File: src/rtl/stream_sorter8_pkg.sv
// Shared types and constants for the stream_sorter8 sorting stage.
// Also holds the merge step used by the tree comparator.
package stream_sorter8_pkg;

  typedef enum logic [1:0] {
    LOAD  = 2'd0,
    SORT  = 2'd1,
    DRAIN = 2'd2
  } state_t;

  localparam int WORD_W = 8;
  localparam int IDX_W  = 3;

  // Node encoding is {gt, eq}; the high half decides unless it is equal.
  function automatic logic [1:0] cmp_merge(input logic [1:0] hi, input logic [1:0] lo);
    return {hi[1] | (hi[0] & lo[1]), hi[0] & lo[0]};
  endfunction

endpackage

File: src/rtl/stream_sorter8_cmp.sv
// cmp8_gt_eq: combinational 8-bit unsigned tree comparator.
// Bit-level {gt, eq} nodes are merged pairwise over three levels.
module cmp8_gt_eq
  import stream_sorter8_pkg::*;
(
  input  logic [WORD_W-1:0] a,
  input  logic [WORD_W-1:0] b,
  output logic              gt,
  output logic              eq
);

  logic [1:0] lvl0 [8];
  logic [1:0] lvl1 [4];
  logic [1:0] lvl2 [2];
  logic [1:0] root;

  for (genvar i = 0; i < 8; i++) begin : g_bit
    assign lvl0[i] = {a[i] & ~b[i], ~(a[i] ^ b[i])};
  end

  for (genvar i = 0; i < 4; i++) begin : g_lvl1
    assign lvl1[i] = cmp_merge(lvl0[2*i+1], lvl0[2*i]);
  end

  for (genvar i = 0; i < 2; i++) begin : g_lvl2
    assign lvl2[i] = cmp_merge(lvl1[2*i+1], lvl1[2*i]);
  end

  assign root = cmp_merge(lvl2[1], lvl2[0]);
  assign gt   = root[1];
  assign eq   = root[0];

endmodule

File: src/rtl/stream_sorter8.sv
// stream_sorter8: loads N bytes, bubble-sorts them with one shared comparator, streams them out.
// Build option SORTER_EARLY_EXIT_EN: leave SORT after the first pass that makes no swap.
//
// state | meaning
// LOAD  | accepting input words into the buffer
// SORT  | one compare (and optional swap) per cycle
// DRAIN | presenting sorted words to the consumer
module stream_sorter8
  import stream_sorter8_pkg::*;
#(
  parameter int N = 4,
  parameter int W = 8
)
(
  input  logic         clk,
  input  logic         rst,
  input  logic         in_valid,
  output logic         in_ready,
  input  logic [W-1:0] in_data,
  output logic         out_valid,
  input  logic         out_ready,
  output logic [W-1:0] out_data,
  output logic         out_last,
  output logic         busy
);

  localparam logic [IDX_W-1:0] LAST_IDX  = IDX_W'(N - 1);
  localparam logic [IDX_W-1:0] LAST_PASS = IDX_W'(N - 2);

  if (W != WORD_W) begin : g_bad_width
    $error("stream_sorter8: W must be 8 to match cmp8_gt_eq");
  end
  if (N < 2 || N > 8) begin : g_bad_depth
    $error("stream_sorter8: N must be in 2..8");
  end

  state_t           state;
  logic [W-1:0]     mem [N];
  logic [IDX_W-1:0] wr_idx;
  logic [IDX_W-1:0] rd_idx;
  logic [IDX_W-1:0] pass_idx;
  logic [IDX_W-1:0] cmp_idx;
  logic [W-1:0]     cmp_a;
  logic [W-1:0]     cmp_b;
  logic [W-1:0]     rd_word;
  logic             cmp_gt;
  logic             cmp_eq;
  logic             swap;
  logic             load_fire;
  logic             pass_end;
  logic             sort_done;

  always_comb begin
    cmp_a = '0;
    cmp_b = '0;
    for (int i = 0; i < N - 1; i++) begin
      if (cmp_idx == IDX_W'(i)) begin
        cmp_a = mem[i];
        cmp_b = mem[i+1];
      end
    end
  end

  always_comb begin
    rd_word = '0;
    for (int i = 0; i < N; i++) begin
      if (rd_idx == IDX_W'(i)) rd_word = mem[i];
    end
  end

  cmp8_gt_eq u_cmp (
    .a  (cmp_a),
    .b  (cmp_b),
    .gt (cmp_gt),
    .eq (cmp_eq)
  );

  assign in_ready  = (state == LOAD) && !rst;
  assign load_fire = in_valid && in_ready;
  // Equal keys never swap, which keeps the sort stable.
  assign swap      = (state == SORT) && cmp_gt && !cmp_eq;
  assign pass_end  = (cmp_idx == LAST_PASS - pass_idx);
  assign out_data  = out_valid ? rd_word : '0;

`ifdef SORTER_EARLY_EXIT_EN
  logic swapped;

  assign sort_done = pass_end && ((pass_idx == LAST_PASS) || !(swapped || swap));

  always_ff @(posedge clk) begin
    if (rst) begin
      swapped <= 1'b0;
    end else if (state == SORT) begin
      swapped <= pass_end ? 1'b0 : (swapped | swap);
    end
  end
`else
  assign sort_done = pass_end && (pass_idx == LAST_PASS);
`endif

  // Buffer is not reset; its contents are only meaningful after a full LOAD.
  always_ff @(posedge clk) begin
    if (!rst) begin
      for (int i = 0; i < N; i++) begin
        if (load_fire && wr_idx == IDX_W'(i)) begin
          mem[i] <= in_data;
        end else if (swap && cmp_idx == IDX_W'(i)) begin
          mem[i] <= cmp_b;
        end else if (swap && i > 0 && cmp_idx == IDX_W'(i - 1)) begin
          mem[i] <= cmp_a;
        end
      end
    end
  end

  always_ff @(posedge clk) begin
    if (rst) begin
      state     <= LOAD;
      wr_idx    <= '0;
      rd_idx    <= '0;
      pass_idx  <= '0;
      cmp_idx   <= '0;
      out_valid <= 1'b0;
      out_last  <= 1'b0;
      busy      <= 1'b0;
    end else begin
      case (state)
        LOAD: begin
          if (load_fire) begin
            if (wr_idx == LAST_IDX) begin
              wr_idx <= '0;
              state  <= SORT;
              busy   <= 1'b1;
            end else begin
              wr_idx <= wr_idx + 1'b1;
            end
          end
        end
        SORT: begin
          if (sort_done) begin
            state     <= DRAIN;
            out_valid <= 1'b1;
            out_last  <= 1'b0;
            pass_idx  <= '0;
            cmp_idx   <= '0;
          end else if (pass_end) begin
            pass_idx <= pass_idx + 1'b1;
            cmp_idx  <= '0;
          end else begin
            cmp_idx <= cmp_idx + 1'b1;
          end
        end
        DRAIN: begin
          if (out_ready) begin
            if (rd_idx == LAST_IDX) begin
              rd_idx    <= '0;
              state     <= LOAD;
              out_valid <= 1'b0;
              out_last  <= 1'b0;
              busy      <= 1'b0;
            end else begin
              rd_idx   <= rd_idx + 1'b1;
              out_last <= (rd_idx == LAST_IDX - 1'b1);
            end
          end
        end
        default: state <= LOAD;
      endcase
    end
  end

endmodule

File: config.mk
export PLATFORM = sky130hd
export DESIGN_NAME = stream_sorter8
export DESIGN_NICKNAME = d
export VERILOG_FILES = /design/src/rtl/stream_sorter8_pkg.sv /design/src/rtl/stream_sorter8_cmp.sv /design/src/rtl/stream_sorter8.sv
export SDC_FILE = /design/constraint.sdc
export NUM_CORES = 1
export LEC_CHECK = 0
export ABC_AREA = 1
export CELL_PAD_IN_SITES_DETAIL_PLACEMENT = 1
export CELL_PAD_IN_SITES_GLOBAL_PLACEMENT = 1
export CORE_MARGIN = 2
export CORE_UTILIZATION = 45
export CTS_BUF_LIST = sky130_fd_sc_hd__clkbuf_4 sky130_fd_sc_hd__clkbuf_8 sky130_fd_sc_hd__clkbuf_16
export DETAILED_ROUTE_END_ITERATION = 12
export PLACE_DENSITY = 0.8
export SETUP_SLACK_MARGIN = 0.3
export SYNTH_ARGS = -nofsm -noshare
export SYNTH_HDL_FRONTEND = slang
export SYNTH_SLANG_ARGS = --single-unit
File: constraint.sdc
create_clock -name clk -period 3.85 [get_ports clk]
set_input_delay 0.5775 -clock clk [delete_from_list [all_inputs] [get_ports clk]]
set_output_delay 0.5775 -clock clk [all_outputs]
set_load 0.005 [all_outputs]
==> metrics.md, run 1 <==
| Metric | Value |
|---|---|
| Placement row count | 34 |
| DP HPWL | roughly 9700 um |
| Comb pwr share | 0.155 |
| Fraction of registers with async set/reset | 0 |
| Net Sw Frac | 0.283 |
| Met2 WL | 5880 um |
| Die Wd | 97.4 um |
| Reg-to-reg slack, setup | 520 ps |
| Total gr overflow | 0 |
| Initial antenna violation count | 0 |
| WL/cell | 19.0 um |
| Vias in the first global route | 3757 |
| Nets@finish | ~570 |
| R2R cell count | 18 |
| Sequential share of the synthesized area | 0.331 |
| CTS Buffer Depth | 2 |
| Initial Util | 0.457 |
| Core area | 8590 sq um |
| Outcome | finished, final reports clean |
| IO Port Bufs | 23 |
| Post-synth EDFFs | 32 |
| Startpoint Class | register |
| M1 wire length | approximately 5500 um |
| Total vias in the final route | 3721 |
| Yosys cell types | 37 |
| Max FO, Critical Path | 12 |
| Int Power | 0.820 mW |
| Max Used Layer | met4 |
| Tcrit/Tclk final | 0.864 |
| Min Tclk post-route | around 3300 ps |
| Post-synth top flop | edfxtp_1 |
| Syn Inst Count | 510 |
| Fraction of layout cells with a size suffix above 1 | 0.152 |
| Hold path start | busy |
| Slew @ Worst Pin | 541 ps |
| Syn-to-layout area delta | 12.9% |
| DRT Wirelength | 12300 um |
| Max-slew violations | 0 |
| Gpl congestion | around 0.9 |
| Post-DRT Antenna Nets | 0 |
| Leakage | between 1.5 and 2 nW |
| H-tree Lvls | 2 |
| Setup_tns | 0 ps |
| Clk_skew | 2.62 ps |
| Multi-input combinational cell area | 2310 sq um |
| CP endpoint kind | register |
| Hold Vio Cnt, Final | 0 |
| Worst hold stages | 2 |
| Post-synth top area share | 0.245 |
| # diodes | 0 |
| MaxCap Viol Count | 0 |
| Met3 wire len | between 600 and 700 um |
| Crit Path Class | register to register |
| Avg Vias per Cell | around 5.8 |
| Arr. time, crit path | between 3000 and 4000 ps |
| Die Ht | 97.4 um |
| Post-synth top area cell | edfxtp_1 |
| GRT Util Overall | 0.258 |
| Sequential Power Share | 0.508 |
| Mapped cell area | 3930 sq um |
| Synthesized flop and latch total | 49 |
| First-pass GRT wire length | ~20000 um |
| Placed Cells incl. Taps | 631 |
| Post-CTS Hold Fix Bufs | 0 |
| Worst hold endpoint | busy |
| Dominant cells by area after synthesis | edfxtp_1, nand2_1, nand3_1, dfxtp_1, ha_1 |
| Sw power | 0.323 mW |
| Final Setup Violations | 0 |
| Top cells by count, synth | nand2_1, nand3_1, inv_1 |
| R2r startpoint | cmp_idx[1] |
| Sink Count | 49 |
| Clock power frac | 0.338 |
| Total CTS buffers | 5 |
| Drt pass-1 iters | 4 |
| Hold WC Path Type | register to register |
| Synth warn | 0 |
| Critical Path RT | 3880 ps |
| Die Area | 9490 sq um |
| Pwr Total | 1.14 mW |
| Largest net degree at the start of global routing | 35 |
| Finished Layout Cells | 646 |
| Peak supply drop | 0.162 mV |
| CTS Root Cell | clkbuf_8 |
| Syn_nets | 545 |
| Critical R2R Capture | mem[2][4] |
| PwrDens | 258 nW/um^2 |
| Residual DRC count | 0 |
| Worst slew margin | 0.638 |
| RSZ-0062 raised after global routing | no |
| Sequential cell area | 1300 sq um |
| Clock slew at reported path FFs | 100 ps |
| Detailed Route Iter0 Violations | approximately 180 |
| Layout fillers | 1088 |
| Clock insertion delay at the later pin of the skew report | a little over 300 ps |
| Count leader, synth | nand2_1 |
| Fmax | roughly 0.30 GHz |
| CTS tree | yes |
| Num ports | 24 |
| Synth Area per Inst | 7.70 sq um |
==> metal layers <==
layer  GRT usage  vias up
li1            -     1792
met1       0.358     1780
met2       0.422      131
met3      0.0259       18
met4      0.0844        0
met5           0        -
==> worst max-delay path, cell delays in order (launching register included) <==
cell	delay, ps
dfxtp_1	350
inv_1	120
ha_1	290
clkinv_4	170
nor2_4	180
buf_12	140
nand2_1	50
nand3_1	110
o21ai_2	120
ha_1	320
nand2_1	80
nor2_2	140
nand2_2	120
nand2_4	130
o211ai_2	140
nor2_4	150
inv_2	110
o21ai_0	100
buf_4	220
==> stage by stage <==
stage | cell area (sq um) | hold slack (ps) | setup WS [ps] | utilization
3_5_place_dp | 4210 | 455 | 78.4 | 0.489
3_3_place_gp | 4210 | 442 | 195 | 0.489
5_1_grt | 4430 | 495 | 314 | 0.516
2_1_floorplan | 3930 | 432 | 754 | -
4_1_cts | 4340 | 471 | 306 | 0.505
6_report | 4430 | 465 | 525 | 0.516
==> cell families (layout without fill, tap and decap cells) <==
logic type,Yosys count,after routing,synth area share
buffers and inverters,73,100,0.0908
xor gates and xnor gates,3,3,0.00669
adders and majority gates,23,23,0.0732
AOI/OAI and AO/OA,81,81,0.139
DFF,49,49,0.331
and+or+nand+nor,281,282,0.360
==> sequential cells by signal (all words and copies together) (netlist names) <==
register   count
pass_idx       3
out_last       1
out_valid      1
rd_idx         3
busy           1
wr_idx         3
cmp_idx        3
mem           32
state          2
==> layout by cell type, fill, tap and decap left out, types with 2 or more instances in the layout <==
cell type / instances
clkdlybuf4s50_1: 23
nand2_1: 137
a21oi_1: 13
buf_12: 2
nand2_4: 7
o21ai_0: 13
inv_4: 2
edfxtp_1: 32
clkinv_4: 2
inv_2: 4
nand2_8: 2
o21ai_1: 13
nand3_4: 3
nor2_2: 4
o21ai_2: 20
nand3_1: 91
inv_1: 49
nand2_2: 4
xor2_1: 3
dfxtp_1: 17
clkbuf_8: 6
a211oi_1: 3
nand4_1: 9
o211ai_1: 8
a21oi_4: 2
a31oi_1: 8
buf_4: 9
nor2_1: 13
ha_1: 23
nor2_4: 9
==> final cells by class <==
type / count / share of cell area
Multi-Input combinational cell: 389 / 0.521
Sequential cell: 49 / 0.293
Timing Repair Buffer: 34 / 0.0762
Inverter: 58 / 0.0530
Tap cell: 108 / 0.0305
Clock buffer: 7 / 0.0243
Clock inverter: 1 / 0.00141
==> power groups by stage <==
stage,Combinational [mW],Clock (mW),Sequential [mW]
after floorplan,0.120,0,0.589
after global placement,0.167,0,0.592
after detailed placement,0.172,0,0.592
after CTS,0.174,0.392,0.580
after global routing,0.197,0.404,0.582
final,0.177,0.386,0.581
==> how the worst max path moves through the flow <==
stage / startpoint / end / slack, ps / depth (start not counted)
final: cmp_idx[1] / mem[2][4] / 520 / 18
after global routing: cmp_idx[1] / mem[2][6] / 310 / 21
after CTS: cmp_idx[1] / mem[2][4] / 310 / 20
after detailed placement: cmp_idx[1] / mem[1][6] / 80 / 19
after global placement: cmp_idx[1] / mem[1][6] / 190 / 19
after floorplan: cmp_idx[1] / mem[2][0] / 750 / 18
==> repair_timing <==
action | in CTS | in global routing
cloned | 1 | 0
setup buffers | 0 | 6
endpoints found under the setup margin | 24 | 56
resized for setup | 4 | 5
pin swaps | 1 | 3
No activity file was read; power rests on OpenSTA's default activity.
==> run 2: changes to the inputs <==
- GPL_TIMING_DRIVEN: not set -> 0
==> metrics.md, run 2 (same netlist as run 1, synthesis figures left out) <==
| Metric | Value |
|---|---|
| # diodes | 0 (unchanged) |
| MaxCap Viol Count | 0 (unchanged) |
| Placement row count | 34 (unchanged) |
| Slowest cell on the critical path | dfxtp_2 (was dfxtp_1) |
| CP endpoint kind | register (unchanged) |
| Crit Path Class | register to register (unchanged) |
| Hold WC Path Type | register to register (unchanged) |
| WL/cell | 18.1 um (was 19.0 um) |
| Max FO, Critical Path | 10 (was 12) |
| Clock insertion delay at the later pin of the skew report | 310 ps (about the same) |
| Slew @ Worst Pin | 677 ps (was 541 ps) |
| Sequential Power Share | 0.481 (was 0.508) |
| Largest register by flop count | mem (unchanged) |
| Tcrit/Tclk final | 0.855 (was 0.864) |
| Worst slew margin | 0.549 (was 0.638) |
| DP Worst Slack | -12.5 ps (was 78.4 ps) |
| Syn-to-layout area delta | 14.6% (was 12.9%) |
| H-tree Lvls | 2 (unchanged) |
| Clk_skew | 7.57 ps (was 2.62 ps) |
| CP bufs+invs | 6 (was 5) |
| Vias in the first global route | 3696 (was 3757) |
| Fmax | 0.304 GHz (was 0.301 GHz) |
| Clock power frac | 0.371 (was 0.338) |
| WHS | 465 ps (about the same) |
| Core area | 8590 sq um (unchanged) |
| PwrDens | 268 nW/um^2 (was 258 nW/um^2) |
| CTS Buffer Depth | 2 (unchanged) |
| Final Setup Violations | 0 (unchanged) |
| DP HPWL | 9590 um (was 9660 um) |
| CTS Root Cell | clkbuf_8 (unchanged) |
| Max-slew violations | 0 (unchanged) |
| Post-CTS Hold Fix Bufs | 0 (unchanged) |
| Max reg flops | 32 (unchanged) |
| Sw power | 0.315 mW (was 0.323 mW) |
| Outcome | finished, final reports clean (unchanged) |
| Die Wd | 97.4 um (unchanged) |
| Total gr overflow | 0 (unchanged) |
| Hold Vio Cnt, Final | 0 (unchanged) |
| Int Power | 0.892 mW (was 0.820 mW) |
| Clock slew at reported path FFs | 100 ps (about the same) |
| Setup_tns | 0 ps (unchanged) |
| Gpl congestion | 0.859 (was 0.881) |
| CP cell instances | inv_1, ha_2, inv_4, nor2_4, buf_6, nand2_1, nand3_1, o21ai_2, inv_1, ha_1, nand2_1, inv_1, a21oi_4, nand2_4, nand2_8, nor2_4, nand2_4, buf_6, nand3_2 (was inv_1, ha_1, clkinv_4, nor2_4, buf_12, nand2_1, nand3_1, o21ai_2, ha_1, nand2_1, nor2_2, nand2_2, nand2_4, o211ai_2, nor2_4, inv_2, o21ai_0, buf_4) |
| Total vias in the final route | 3640 (was 3721) |
| Die Area | 9490 sq um (unchanged) |
| Sink Count | 49 (unchanged) |
| Leakage | 1.96 nW (was 1.94 nW) |
| Net Sw Frac | 0.261 (was 0.283) |
| Initial Util | 0.457 (unchanged) |
| Residual DRC count | 0 (unchanged) |
| CP most frequent cell | inv_1 |
| Delay-heaviest family, CP | simple AND/OR/NAND/NOR gates (unchanged) |
| Largest net degree at the start of global routing | 16 (was 35) |
| Arr. time, crit path | 3300 ps (was 3360 ps) |
| Fin worst setup slack | 558 ps (was 525 ps) |
| Total CTS buffers | 5 (unchanged) |
| Avg Vias per Cell | 5.59 (was 5.76) |
| Peak supply drop | 0.139 mV (was 0.162 mV) |
| Most frequent cells in the layout | nand2_1, nand3_1, inv_1 (unchanged) |
| Fraction of layout cells with a size suffix above 1 | 0.171 (was 0.152) |
| CTS tree | yes (unchanged) |
| CP peak stage delay | 350 ps (about the same) |
| Startpoint Class | register (unchanged) |
| Min Tclk post-route | 3290 ps (was 3330 ps) |
| Comb pwr share | 0.148 (was 0.155) |
| First-pass GRT wire length | 19500 um (about the same) |
| GRT Util Overall | 0.255 (was 0.258) |
| Commonest non-fill, non-tap cell in the layout | nand2_1 (unchanged) |
| Pwr Total | 1.21 mW (was 1.14 mW) |
| Drt pass-1 iters | 4 (unchanged) |
| Initial antenna violation count | 0 (unchanged) |
| Post-DRT Antenna Nets | 0 (unchanged) |
| IO Port Bufs | 22 (was 23) |
| DRT Wirelength | 11800 um (was 12300 um) |
| Num ports | 24 (unchanged) |
| Critical Path RT | 3860 ps (was 3880 ps) |
| Die Ht | 97.4 um (unchanged) |
| Nets@finish | 577 (was 572) |
| RSZ-0062 raised after global routing | no (unchanged) |
| Detailed Route Iter0 Violations | 161 (was 183) |
-- run 2: cell count changes in the layout (fill, tap and decap cells not counted), moves of 2 or more --
cell	before	now
buf_12	2	0
buf_2	0	3
buf_4	9	4
buf_6	0	5
buf_8	0	2
bufinv_16	0	2
clkbuf_1	0	3
dfxtp_1	17	15
dfxtp_2	0	2
o21ai_1	13	9
o21ai_2	20	24
-- run 2: layout make-up --
cell class / instances / area (sq um)
clock inverter: 3 / 65.1
inverter: 58 / 233
buffer: 15 / 128
clock buffer: 5 / 68.8
fill: 1078 / 4090
sequential: 49 / 1300
tap: 108 / 135
multi-input combinational: 389 / 2330
timing repair buffer: 24 / 235
-- run 2: repair_timing --
item / CTS / global route
pin swaps: 0 / 1
setup buffers: 0 / 2
resized for setup: 10 / 8
gates cloned: 0 / 1
endpoints found under the setup margin: 32 / 61
-- run 2: power by group through the flow --
| stage | Sequential, mW | Clock, mW | Combinational (mW) |
|---|---|---|---|
| 3_3_place_gp | 0.591 | 0 | 0.166 |
| 4_1_cts | 0.580 | 0.454 | 0.177 |
| 6_report | 0.580 | 0.448 | 0.179 |
| 2_1_floorplan | 0.589 | 0 | 0.120 |
| 5_1_grt | 0.581 | 0.467 | 0.201 |
| 3_5_place_dp | 0.592 | 0 | 0.173 |
-- run 2: stage by stage --
step | cell area (sq um) | utilization | cells
after floorplan | 3930 | - | 510
after global routing | 4500 | 0.524 | 651
final | 4500 | 0.524 | 651
after global placement | 4280 | 0.499 | 640
after detailed placement | 4280 | 0.499 | 640
after CTS | 4450 | 0.518 | 648
-- run 2: per-layer routing --
metal | routed length [um] | track usage
met5 | 0 | 0
met4 | 82 | 0.0481
met3 | 539 | 0.0245
met2 | 5850 | 0.443
met1 | 5300 | 0.348
-- run 2: worst paths after layout --
| kind | start | end | slack, ps | cells past startpoint |
|---|---|---|---|---|
| max reg2reg | cmp_idx[1] | mem[3][4] | 560 | 19 |
| max | cmp_idx[1] | mem[3][4] | 560 | 19 |
| min | busy | busy | 470 | 2 |
| min reg2reg | busy | busy | 470 | 2 |
-- run 2: worst register-to-register path: stages, from the launching register on --
cell and delay [ps]:
dfxtp_2 350, inv_1 120, ha_2 290, inv_4 90, nor2_4 200, buf_6 190, nand2_1 70, nand3_1 100
o21ai_2 100, inv_1 100, ha_1 240, nand2_1 100, inv_1 70, a21oi_4 230, nand2_4 130, nand2_8 120
nor2_4 50, nand2_4 100, buf_6 160, nand3_2 200
==> run 3: changes to the inputs <==
- CTS_CLUSTER_DIAMETER: not set -> 80
==> results of run 3 <==
The final DEF is identical to that of run 2; final timing and power are the same.
